==> src/rtl/param_forward_hazard_unit.sv <==
// Operand forwarding selects and issue stall for a pipeline with one multi-cycle unit.
// Define FWD_X0_FILTER_EN to stop register x0 from ever matching a source.
module param_forward_hazard_unit #(
  parameter int NUM_OPS  = 2,
  parameter int NUM_SRC  = 3,
  parameter int ADDR_W   = 5,
  parameter int MC_CNT_W = 6,
  localparam int SEL_W   = $clog2(NUM_SRC + 2)
) (
  input  logic                       clk,
  input  logic                       resetn,
  input  logic                       id_valid,
  input  logic [NUM_OPS*ADDR_W-1:0]  id_addr,
  input  logic [ADDR_W-1:0]          id_dest,
  input  logic                       id_regwrite_en,
  input  logic [NUM_SRC*ADDR_W-1:0]  src_addr,
  input  logic [NUM_SRC-1:0]         src_regwrite_en,
  input  logic                       src0_is_load,
  input  logic                       mc_start,
  input  logic [MC_CNT_W-1:0]        mc_lat,
  output logic [NUM_OPS*SEL_W-1:0]   fwd_sel,
  output logic                       stall,
  output logic                       mc_busy
);

`ifdef FWD_X0_FILTER_EN
  localparam bit X0_FILTER = 1'b1;
`else
  localparam bit X0_FILTER = 1'b0;
`endif

  typedef enum logic [1:0] {IDLE, BUSY, DONE} state_t;

  state_t                state_reg, state_next;
  logic [MC_CNT_W-1:0]   cnt_reg, cnt_next;
  logic [ADDR_W-1:0]     mc_dest_reg, mc_dest_next;

  logic [NUM_OPS-1:0]    lu_vec;
  logic [NUM_OPS-1:0]    raw_vec;
  logic                  in_busy;
  logic                  waw;
  logic                  strct;
  logic                  stall_int;
  logic                  accept;

  function automatic logic addr_ok(input logic [ADDR_W-1:0] a);
    return !X0_FILTER || (a != '0);
  endfunction

  assign in_busy = (state_reg == BUSY);

  generate
    for (genvar gi = 0; gi < NUM_OPS; gi++) begin : g_op
      logic [ADDR_W-1:0]  opa;
      logic [NUM_SRC-1:0] hit;
      logic               mc_hit;
      logic [SEL_W-1:0]   sel;

      assign opa = id_addr[gi*ADDR_W +: ADDR_W];

      for (genvar gj = 0; gj < NUM_SRC; gj++) begin : g_src
        assign hit[gj] = src_regwrite_en[gj] && (src_addr[gj*ADDR_W +: ADDR_W] == opa) && addr_ok(opa);
      end

      // The multi-cycle result is only on the datapath during DONE.
      assign mc_hit = (state_reg == DONE) && (mc_dest_reg == opa) && addr_ok(opa);

      // Scan oldest to youngest so the nearest source overwrites the rest.
      always_comb begin
        sel = '0;
        if (mc_hit) sel = SEL_W'(NUM_SRC + 1);
        for (int i = NUM_SRC - 1; i >= 0; i--) begin
          if (hit[i]) sel = SEL_W'(i + 1);
        end
      end

      assign lu_vec[gi]  = hit[0] && src0_is_load;
      assign raw_vec[gi] = in_busy && (mc_dest_reg == opa) && addr_ok(opa) && !(|hit);
      assign fwd_sel[gi*SEL_W +: SEL_W] = (resetn && id_valid) ? sel : '0;
    end
  endgenerate

  assign waw       = in_busy && id_regwrite_en && (id_dest == mc_dest_reg) && addr_ok(id_dest);
  assign strct     = in_busy && mc_start;
  assign stall_int = id_valid && ((|lu_vec) || (|raw_vec) || waw || strct);
  assign stall     = resetn && stall_int;
  assign accept    = id_valid && mc_start && !stall_int && !in_busy;
  assign mc_busy   = in_busy;

  always_ff @(posedge clk or negedge resetn) begin
    if (!resetn) begin
      state_reg   <= IDLE;
      cnt_reg     <= '0;
      mc_dest_reg <= '0;
    end else begin
      state_reg   <= state_next;
      cnt_reg     <= cnt_next;
      mc_dest_reg <= mc_dest_next;
    end
  end

  always_comb begin
    state_next   = state_reg;
    cnt_next     = cnt_reg;
    mc_dest_next = mc_dest_reg;
    case (state_reg)
      BUSY: begin
        if (cnt_reg <= MC_CNT_W'(1)) begin
          state_next = DONE;
          cnt_next   = '0;
        end else begin
          cnt_next = cnt_reg - MC_CNT_W'(1);
        end
      end
      default: begin
        state_next = IDLE;
        if (accept) begin
          mc_dest_next = id_dest;
          // A latency of 0 behaves exactly like 1.
          if (mc_lat <= MC_CNT_W'(1)) begin
            state_next = DONE;
            cnt_next   = '0;
          end else begin
            state_next = BUSY;
            cnt_next   = mc_lat - MC_CNT_W'(1);
          end
        end
      end
    endcase
  end

endmodule

==> config.mk <==
export PLATFORM = sky130hd
export DESIGN_NAME = param_forward_hazard_unit
export DESIGN_NICKNAME = d
export VERILOG_FILES = /design/src/rtl/param_forward_hazard_unit.sv
export SDC_FILE = /design/constraint.sdc
export NUM_CORES = 1
export LEC_CHECK = 0
export CAP_MARGIN = 40
export CORE_ASPECT_RATIO = 2
export CORE_MARGIN = 8
export CORE_UTILIZATION = 30
export DETAILED_ROUTE_END_ITERATION = 10
export PLACE_DENSITY = 0.61
export SLEW_MARGIN = 20
export SYNTH_ARGS = -nofsm -noshare
export SYNTH_HDL_FRONTEND = slang
export SYNTH_SLANG_ARGS = --single-unit
export TNS_END_PERCENT = 20
==> constraint.sdc <==
create_clock -name clk -period 6.4 [get_ports clk]
set_input_delay 1.92 -clock clk [delete_from_list [all_inputs] [get_ports clk]]
set_output_delay 1.92 -clock clk [all_outputs]
set_load 0.02 [all_outputs]
==> Flow_metrics.wiki, run 1 <==
{| class="wikitable"
! Metric !! Value
|-
| Non-Filler Cell Area, Final || about 0.0021 mm2
|-
| Buffer levels on the longest clock path || 2
|-
| Count of placed standard cells in the final layout, fillers left out || around 290
|-
| Total of warnings raised by yosys || 0
|-
| Worst-case hold slack || 0.5378 ns
|-
| Synthesized instance count || roughly 160
|-
| Number of placed instances, taps included || 282
|-
| Layout cell share with drive strength beyond 1 || 0.1212
|-
| Clock transition time at the flip-flop clock pins of the worst setup and hold paths || 0.05 ns
|-
| Number of enable flip-flop cells after synthesis || 0
|-
| Leading cell types in the layout, fill and taps excluded || 51 x clkdlybuf4s50_1, 34 x xor2_1, 15 x nor2_1
|-
| Cell taking the most area after synthesis || dfrtp_1
|-
| Crit end category || output port
|-
| Final max-slew violation count || 0
|-
| GP Congestion || 0.9184
|-
| DRC marker count from the first detailed-route iteration || 36
|-
| Largest cells by area after synthesis || dfrtp_1 23%, xor2_1 21%, xnor2_1 8.8%
|-
| Initial antenna violation count || 0
|-
| Die width || between 60 and 70 um
|-
| Async set-or-reset flop fraction in the synthesized netlist || 1.000
|-
| Final hold vios || 0
|-
| Total standard cell area after synthesis || 0.001395 mm2
|-
| Total gr overflow || 0
|-
| Number of global-route vias before repair || 1,653
|-
| Static leakage || 0.8627 nW
|-
| Hold WC Path Type || reg2reg
|-
| Pre-CTS worst setup slack || 0.005743 ns
|-
| Drt pass-1 iters || 4
|-
| Skew-Pair Late Insertion Delay || 0.24 ns
|-
| Post-layout net count || ~280
|-
| Core ar. || 0.004554 mm2
|-
| Critical path peak fanout || 4
|-
| Signed area change from the synthesized netlist to the final layout || 52.38%
|-
| Die height || between 100 and 150 um
|-
| Cell area after placement || 0.002082 mm2
|-
| Count of input and output buffers || 52
|-
| H-Tree Level Count || 1
|-
| Top cell type's share of synthesized area || 0.2332
|-
| Initial core utilization || 0.3063
|-
| Period minus WS final || 6.264 ns
|-
| Biggest cell delay along the critical path || approximately 0.64 ns
|-
| Number of nets with antenna violations after routing || 0
|-
| Flip-flop count of the largest register after layout || 6
|-
| Post-synthesis cell type count || 35
|-
| Critical-path top delay cell || clkdlybuf4s50_1
|-
| Type of the worst setup path || in2out
|-
| Highest achievable clock rate || 159.6 MHz
|-
| Slew at the pin closest to its max-slew limit || 0.6110 ns
|-
| Number of remaining DRC errors || 0
|-
| Global-route wire length before repair || 7438 um
|-
| GRT Total Usage || 0.1298
|-
| Worst ir drop on vdd || 0.2390 mV
|-
| Max Cap Violations || 0
|-
| Number of clock sinks || 13
|-
| Antenna diode instance count || 0
|-
| Main synth FF type || dfrtp_1
|-
| Most common cell after layout, fill and taps aside || clkdlybuf4s50_1
|-
| Setup repair after global routing missed its margin || no
|-
| Status || complete, no violations
|-
| Synth Net Count || 211
|-
| Maximum number of pins on one net before global-route repair || 12
|-
| Clock root buffer || clkbuf_8
|-
| Required @ worst endpoint || around 4.5 ns
|-
| Power density over the cells || 249.8 mW/mm2
|-
| Crit path DAT || around 4.3 ns
|-
| Area of the die || 0.007221 mm2
|-
| DRT Wirelength || roughly 4600 um
|-
| Floorplan row count || 35
|-
| Worst-case clock skew || between 0.003 and 0.004 ns
|-
| Ratio of routed vias to standard cells || ~5
|-
| Setup-violating endpoint count in the final report || 0
|-
| Cells along the critical path || clkdlybuf4s50_1 > xor2_1 > nor4_1 > and3_4 > buf_4 > nor2_1 > nor3_1 > clkdlybuf4s50_1
|-
| Setup Buffers After CTS || 0
|-
| Total clock buffers created by CTS || 3
|-
| Fin worst setup slack || 0.1362 ns
|-
| Count of pins on the block boundary || 53
|-
| CTS tree || done
|-
| Seq cells post-synth || 13
|-
| Worst Setup Start Kind || primary input
|-
| HPWL Detailed || 3974 um
|-
| Relative slew slack || 0.5927
|-
| Sequential element share of the synthesized area || 0.2332
|-
| Most Frequent Cell on Critical Path || clkdlybuf4s50_1
|-
| Via count || 1,438
|-
| Mean Syn Cell Area || around 8.6 um2
|-
| Share of the cycle needed by the critical path after routing || 0.9787
|-
| Average wire per cell in the routed design || 16.03 um
|}
-- through the flow --
step                      power, mW   TNS [ns]  utilization
final                        0.5310          0       0.4668
after global routing         0.5790          0       0.4668
after CTS                    0.5369          0       0.4668
after detailed placement     0.4606          0       0.4571
after global placement       0.4583  -0.007935       0.4571
after floorplan              0.3529          0            -
-- cell usage after synthesis, drive strengths merged, types with 2 or more instances --
cell and n:
xor2 34, nor2 15, xnor2 14, dfrtp 13, nor4 11, a21oi 8
inv 8, and3 7, nand2 7, mux2 5, nor3 5, o21ai 5
ha 4, or4 4, nand3 3, a211o 2, o22ai 2
-- cells by family (layout without fill, tap and decap cells) --
logic type | Yosys count | in the layout | synth area share
xor gates and xnor gates | 48 | 48 | 0.3014
and+or+nand+nor | 57 | 57 | 0.2359
buffers and inverters | 8 | 77 | 0.02153
AOI/OAI and AO/OA | 26 | 26 | 0.1247
muxes | 6 | 6 | 0.04753
adders and majority gates | 4 | 4 | 0.03588
DFF | 13 | 13 | 0.2332
-- worst paths after layout --
check                            from              to  slack (ns)  depth (start not counted)
setup / recovery           id_addr[5]      fwd_sel[4]        0.14                          8
hold reg to reg            cnt_reg[4]      cnt_reg[4]        0.54                          1
hold / removal             cnt_reg[4]      cnt_reg[4]        0.54                          1
min in group asynchronous      resetn    state_reg[1]        1.92                          1
setup reg to reg           cnt_reg[0]      cnt_reg[5]        4.63                          7
max in group asynchronous      resetn  mc_dest_reg[3]        4.04                          2
-- final cells by class --
class / count / area (um2)
clock buffer: 4 / 45.04
fill: 472 / 2429
inverter: 8 / 30.03
multi-input combinational: 141 / 1040
sequential: 13 / 325.3
tap: 55 / 68.82
timing repair buffer: 65 / 616.8
-- power by group --
group          total, mW  internal, mW  switching, mW
clock             0.0728        0.0440         0.0288
sequential         0.170         0.124         0.0462
combinational      0.288         0.143          0.145
total              0.531         0.311          0.220
-- critical path, delay by kind of cell --
kind | cells | cell delay (ns)
buf+inv | 3 | 1.28
xor+xnor | 1 | 0.21
simple gates | 4 | 0.95
-- routing by layer --
metal / routed length, um / track usage / part of all wire / vias to the layer above
li1: - / - / - / 721
met2: 2729 / 0.2704 / 0.60 / 34
met5: 0 / 0 / 0 / -
met3: 175 / 0.02094 / 0.038 / 13
met1: 1486 / 0.1050 / 0.32 / 670
met4: 193 / 0.07038 / 0.042 / 0
-- timing repair --
item,in CTS,in global routing
endpoints found under the setup margin,1,0
hold buffers,0,0
resized for setup,1,0
Note: power is estimated with default switching activity, not from simulation.
==> run 2: changes to the inputs <==
Settings changed: CAP_MARGIN 40 to unset.
==> results of run 2 <==
Final layout, timing and power as in run 1 (identical DEF).
==> run 3: changes to the inputs <==
Settings changed: CORE_ASPECT_RATIO 2 to unset, CORE_UTILIZATION 30 to 55, DONT_BUFFER_PORTS set to 1, PLACE_DENSITY 0.61 to 0.73.
==> run 3 against run 2 <==
Combinational power fell by 21%; clock-buffer cell count fell by 1; register-to-register slack improved by 0.02 ns; sequential share of layout area rose by 7.0 points; sequential power barely moved; maximum frequency rose by 17%; critical path depth fell by 2; via count fell by 14%; non-clock buffer count fell by 65; cell area fell by 31%; die area fell by 39%.
==> Flow_metrics.wiki, run 3 (synthesis gave the netlist of run 1 again) <==
{| class="wikitable"
! Metric !! Value
|-
| Highest achievable clock rate || 187.3 MHz (+17%)
|-
| Global-route wire length before repair || 5899 um (-21%)
|-
| Leading cell types in the layout, fill and taps excluded || 34 x xor2_1, 15 x nor2_1, 14 x xnor2_1
|-
| Average wire per cell in the routed design || 18.28 um (+14%)
|-
| Clock root buffer || clkbuf_4
|-
| Delay-heaviest family, CP || compound AO/OA/AOI/OAI gates
|-
| DRT Wirelength || 3582 um (-22%)
|-
| Setup-violating endpoint count in the final report || 0 (unchanged)
|-
| Setup Buffers After CTS || 0 (unchanged)
|-
| Required @ worst endpoint || 4.48 ns (about the same)
|-
| H-Tree Level Count || 1 (unchanged)
|-
| Static leakage || 0.5885 nW (-32%)
|-
| Cells along the critical path || xor2_1 > nor4_1 > and3_1 > o21a_1 > a21oi_1 > a211oi_2
|-
| Layout cell share with drive strength beyond 1 || 0.09639 (-0.02483)
|-
| Hold WC Path Type || reg2reg
|-
| Type of the worst setup path || in2out
|-
| Top sig layer || met4
|-
| Setup tns final || 0 ns (unchanged)
|-
| Maximum number of pins on one net before global-route repair || 16 (+4)
|-
| Power density over the cells || 308.8 mW/mm2 (+24%)
|-
| Drt pass-1 iters || 4 (unchanged)
|-
| Clock transition time at the flip-flop clock pins of the worst setup and hold paths || 0.08 ns (+0.03 ns)
|-
| Initial core utilization || 0.5736 (+0.2672)
|-
| Number of filler cells placed in the layout || 210 (-56%)
|-
| Number of global-route vias before repair || 1,210 (-27%)
|-
| Post-layout net count || 216 (-23%)
|-
| DRC marker count from the first detailed-route iteration || 48 (+33%)
|-
| Relative slew slack || 0.5433 (-0.04939)
|-
| Share of the cycle needed by the critical path after routing || 0.8343 (-0.1445)
|-
| Status || complete, no violations
|-
| CTS tree || done
|-
| Initial antenna violation count || 0 (unchanged)
|-
| FF+latch area || 325.3 um2 (unchanged)
|-
| Count of placed standard cells in the final layout, fillers left out || 196 (-31%)
|-
| Worst Setup Start Kind || primary input
|-
| Hold-fix buffer count after cts || 0 (unchanged)
|-
| Setup repair after global routing missed its margin || no
|-
| Area of the die || 0.004404 mm2 (-39%)
|-
| Crit path DAT || 3.42 ns (-0.92 ns)
|-
| Period minus WS final || 5.339 ns (-0.9246 ns)
|-
| Signed area change from the synthesized netlist to the final layout || 4.664%
|-
| Number of nets with antenna violations after routing || 0 (unchanged)
|-
| HPWL Detailed || 3076 um (-23%)
|-
| Biggest cell delay along the critical path || 0.44 ns (-0.20 ns)
|-
| Number of placed instances, taps included || 192 (-32%)
|-
| Critical path peak fanout || 6 (+2)
|-
| Final hold vios || 0 (unchanged)
|-
| Critical-path top delay cell || a211oi_2
|-
| Die height || 66.37 um (-41%)
|-
| GP Congestion || 0.8165 (-11%)
|-
| Wire length on met1 || 1374 um (-7.5%)
|-
| Crit Reg-Reg Startpoint || cnt_reg[0]
|-
| Worst-case clock skew || 0.0008756 ns (-0.002166 ns)
|-
| Worst setup path startpoint || id_addr[1]
|-
| Flip-flop count of the largest register after layout || 6 (unchanged)
|-
| Skew-Pair Late Insertion Delay || 0.27 ns (+0.03 ns)
|-
| Ratio of routed vias to standard cells || 6.301 (+25%)
|-
| Floorplan row count || 18 (-49%)
|-
| Total gr overflow || 0 (unchanged)
|-
| Crit end category || output port
|-
| Antenna diode instance count || 0 (unchanged)
|-
| Hold path start || cnt_reg[5]
|-
| Worst ir drop on vdd || 0.2216 mV (-7.3%)
|-
| Total clock buffers created by CTS || 3 (unchanged)
|-
| Most common cell after layout, fill and taps aside || xor2_1
|-
| Number of clock sinks || 13 (unchanged)
|-
| Metal3 WL || 395 um (+130%)
|-
| Core ar. || 0.002432 mm2 (-47%)
|-
| Slew at the pin closest to its max-slew limit || 0.6799 ns (+0.06885 ns)
|-
| Multi-input logic area || 0.001040 mm2 (unchanged)
|-
| Final max-slew violation count || 0 (unchanged)
|-
| GRT Total Usage || 0.1716 (+0.04184)
|-
| Number of remaining DRC errors || 0 (unchanged)
|-
| Crit path buf inv count || 0 (-3)
|-
| Buffer levels on the longest clock path || 2 (unchanged)
|-
| Detailed route wirelength on metal2 || 1726 um (-37%)
|-
| Count of input and output buffers || 0 (-100%)
|-
| Count of pins on the block boundary || 53 (unchanged)
|-
| Max Cap Violations || 0 (unchanged)
|-
| Via count || 1,235 (-14%)
|-
| Post-CTS sizing || 0 (-1)
|-
| Die width || 66.37 um (+3.3%)
|}
==> run 3: changes by cell type in the layout (fill, tap and decap cells not counted) <==
cell	delta
clkbuf_4	+3
clkdlybuf4s50_1	-51
clkbuf_8	-3
buf_4	-13
clkbuf_1	-1
dlygate4sd2_1	-1
clkinv_2	+1
==> run 3: final cells by class <==
class / count / share of cell area
clock buffers: 3 / 0.01542
clock inverters: 1 / 0.003428
well taps: 30 / 0.02571
flip-flops and latches: 13 / 0.2228
multi-input cells: 141 / 0.7121
inverters: 8 / 0.02057
==> run 3: routing by layer <==
metal | vias to the layer above | track usage
met5 | - | 0
met4 | 0 | 0.04800
met3 | 8 | 0.06780
met2 | 56 | 0.2738
met1 | 577 | 0.2077
li1 | 594 | -
==> run 3: metrics by stage <==
step                      instance area (um2)  power (mW)  setup slack [ns]  hold WS (ns)  utilization
after floorplan                          1395      0.3529             1.180        0.4939            -
after global placement                   1433      0.3906             1.089        0.5224       0.5890
after detailed placement                 1433      0.4001             1.051        0.5383       0.5890
after CTS                                1460      0.4521             1.033        0.5606       0.6003
after global routing                     1460      0.4950            0.9049        0.5937       0.6003
final                                    1460      0.4509             1.061        0.5524       0.6003
==> run 3: path summary, 6_finish.rpt <==
| check | endpoint | slack, ns | cells past startpoint |
|---|---|---|---|
| setup / recovery | stall | 1.06 | 6 |
| hold / removal | cnt_reg[5] | 0.55 | 2 |
| setup reg to reg | cnt_reg[5] | 4.65 | 7 |
| hold reg to reg | cnt_reg[5] | 0.55 | 2 |
| max in group asynchronous | mc_dest_reg[4] | 5.00 | 0 |
| min in group asynchronous | mc_dest_reg[3] | 1.33 | 0 |
==> run 3: power by group <==
| part | leakage [nW] | internal [mW] | switching, mW |
|---|---|---|---|
| Clock | 0.0177 | 0.0231 | 0.0280 |
| Sequential | 0.157 | 0.123 | 0.0489 |
| Combinational | 0.413 | 0.108 | 0.120 |
==> run 3: worst register-to-register path: cells and delay by family (launching register included) <==
kind                     cells  cell delay, ns
AO/OA/AOI/OAI                3            0.76
flip-flops                   1            0.44
adder cells (fa/ha/maj)      1            0.24
AND/OR/NAND/NOR              2            0.17
buffers and inverters        1            0.07
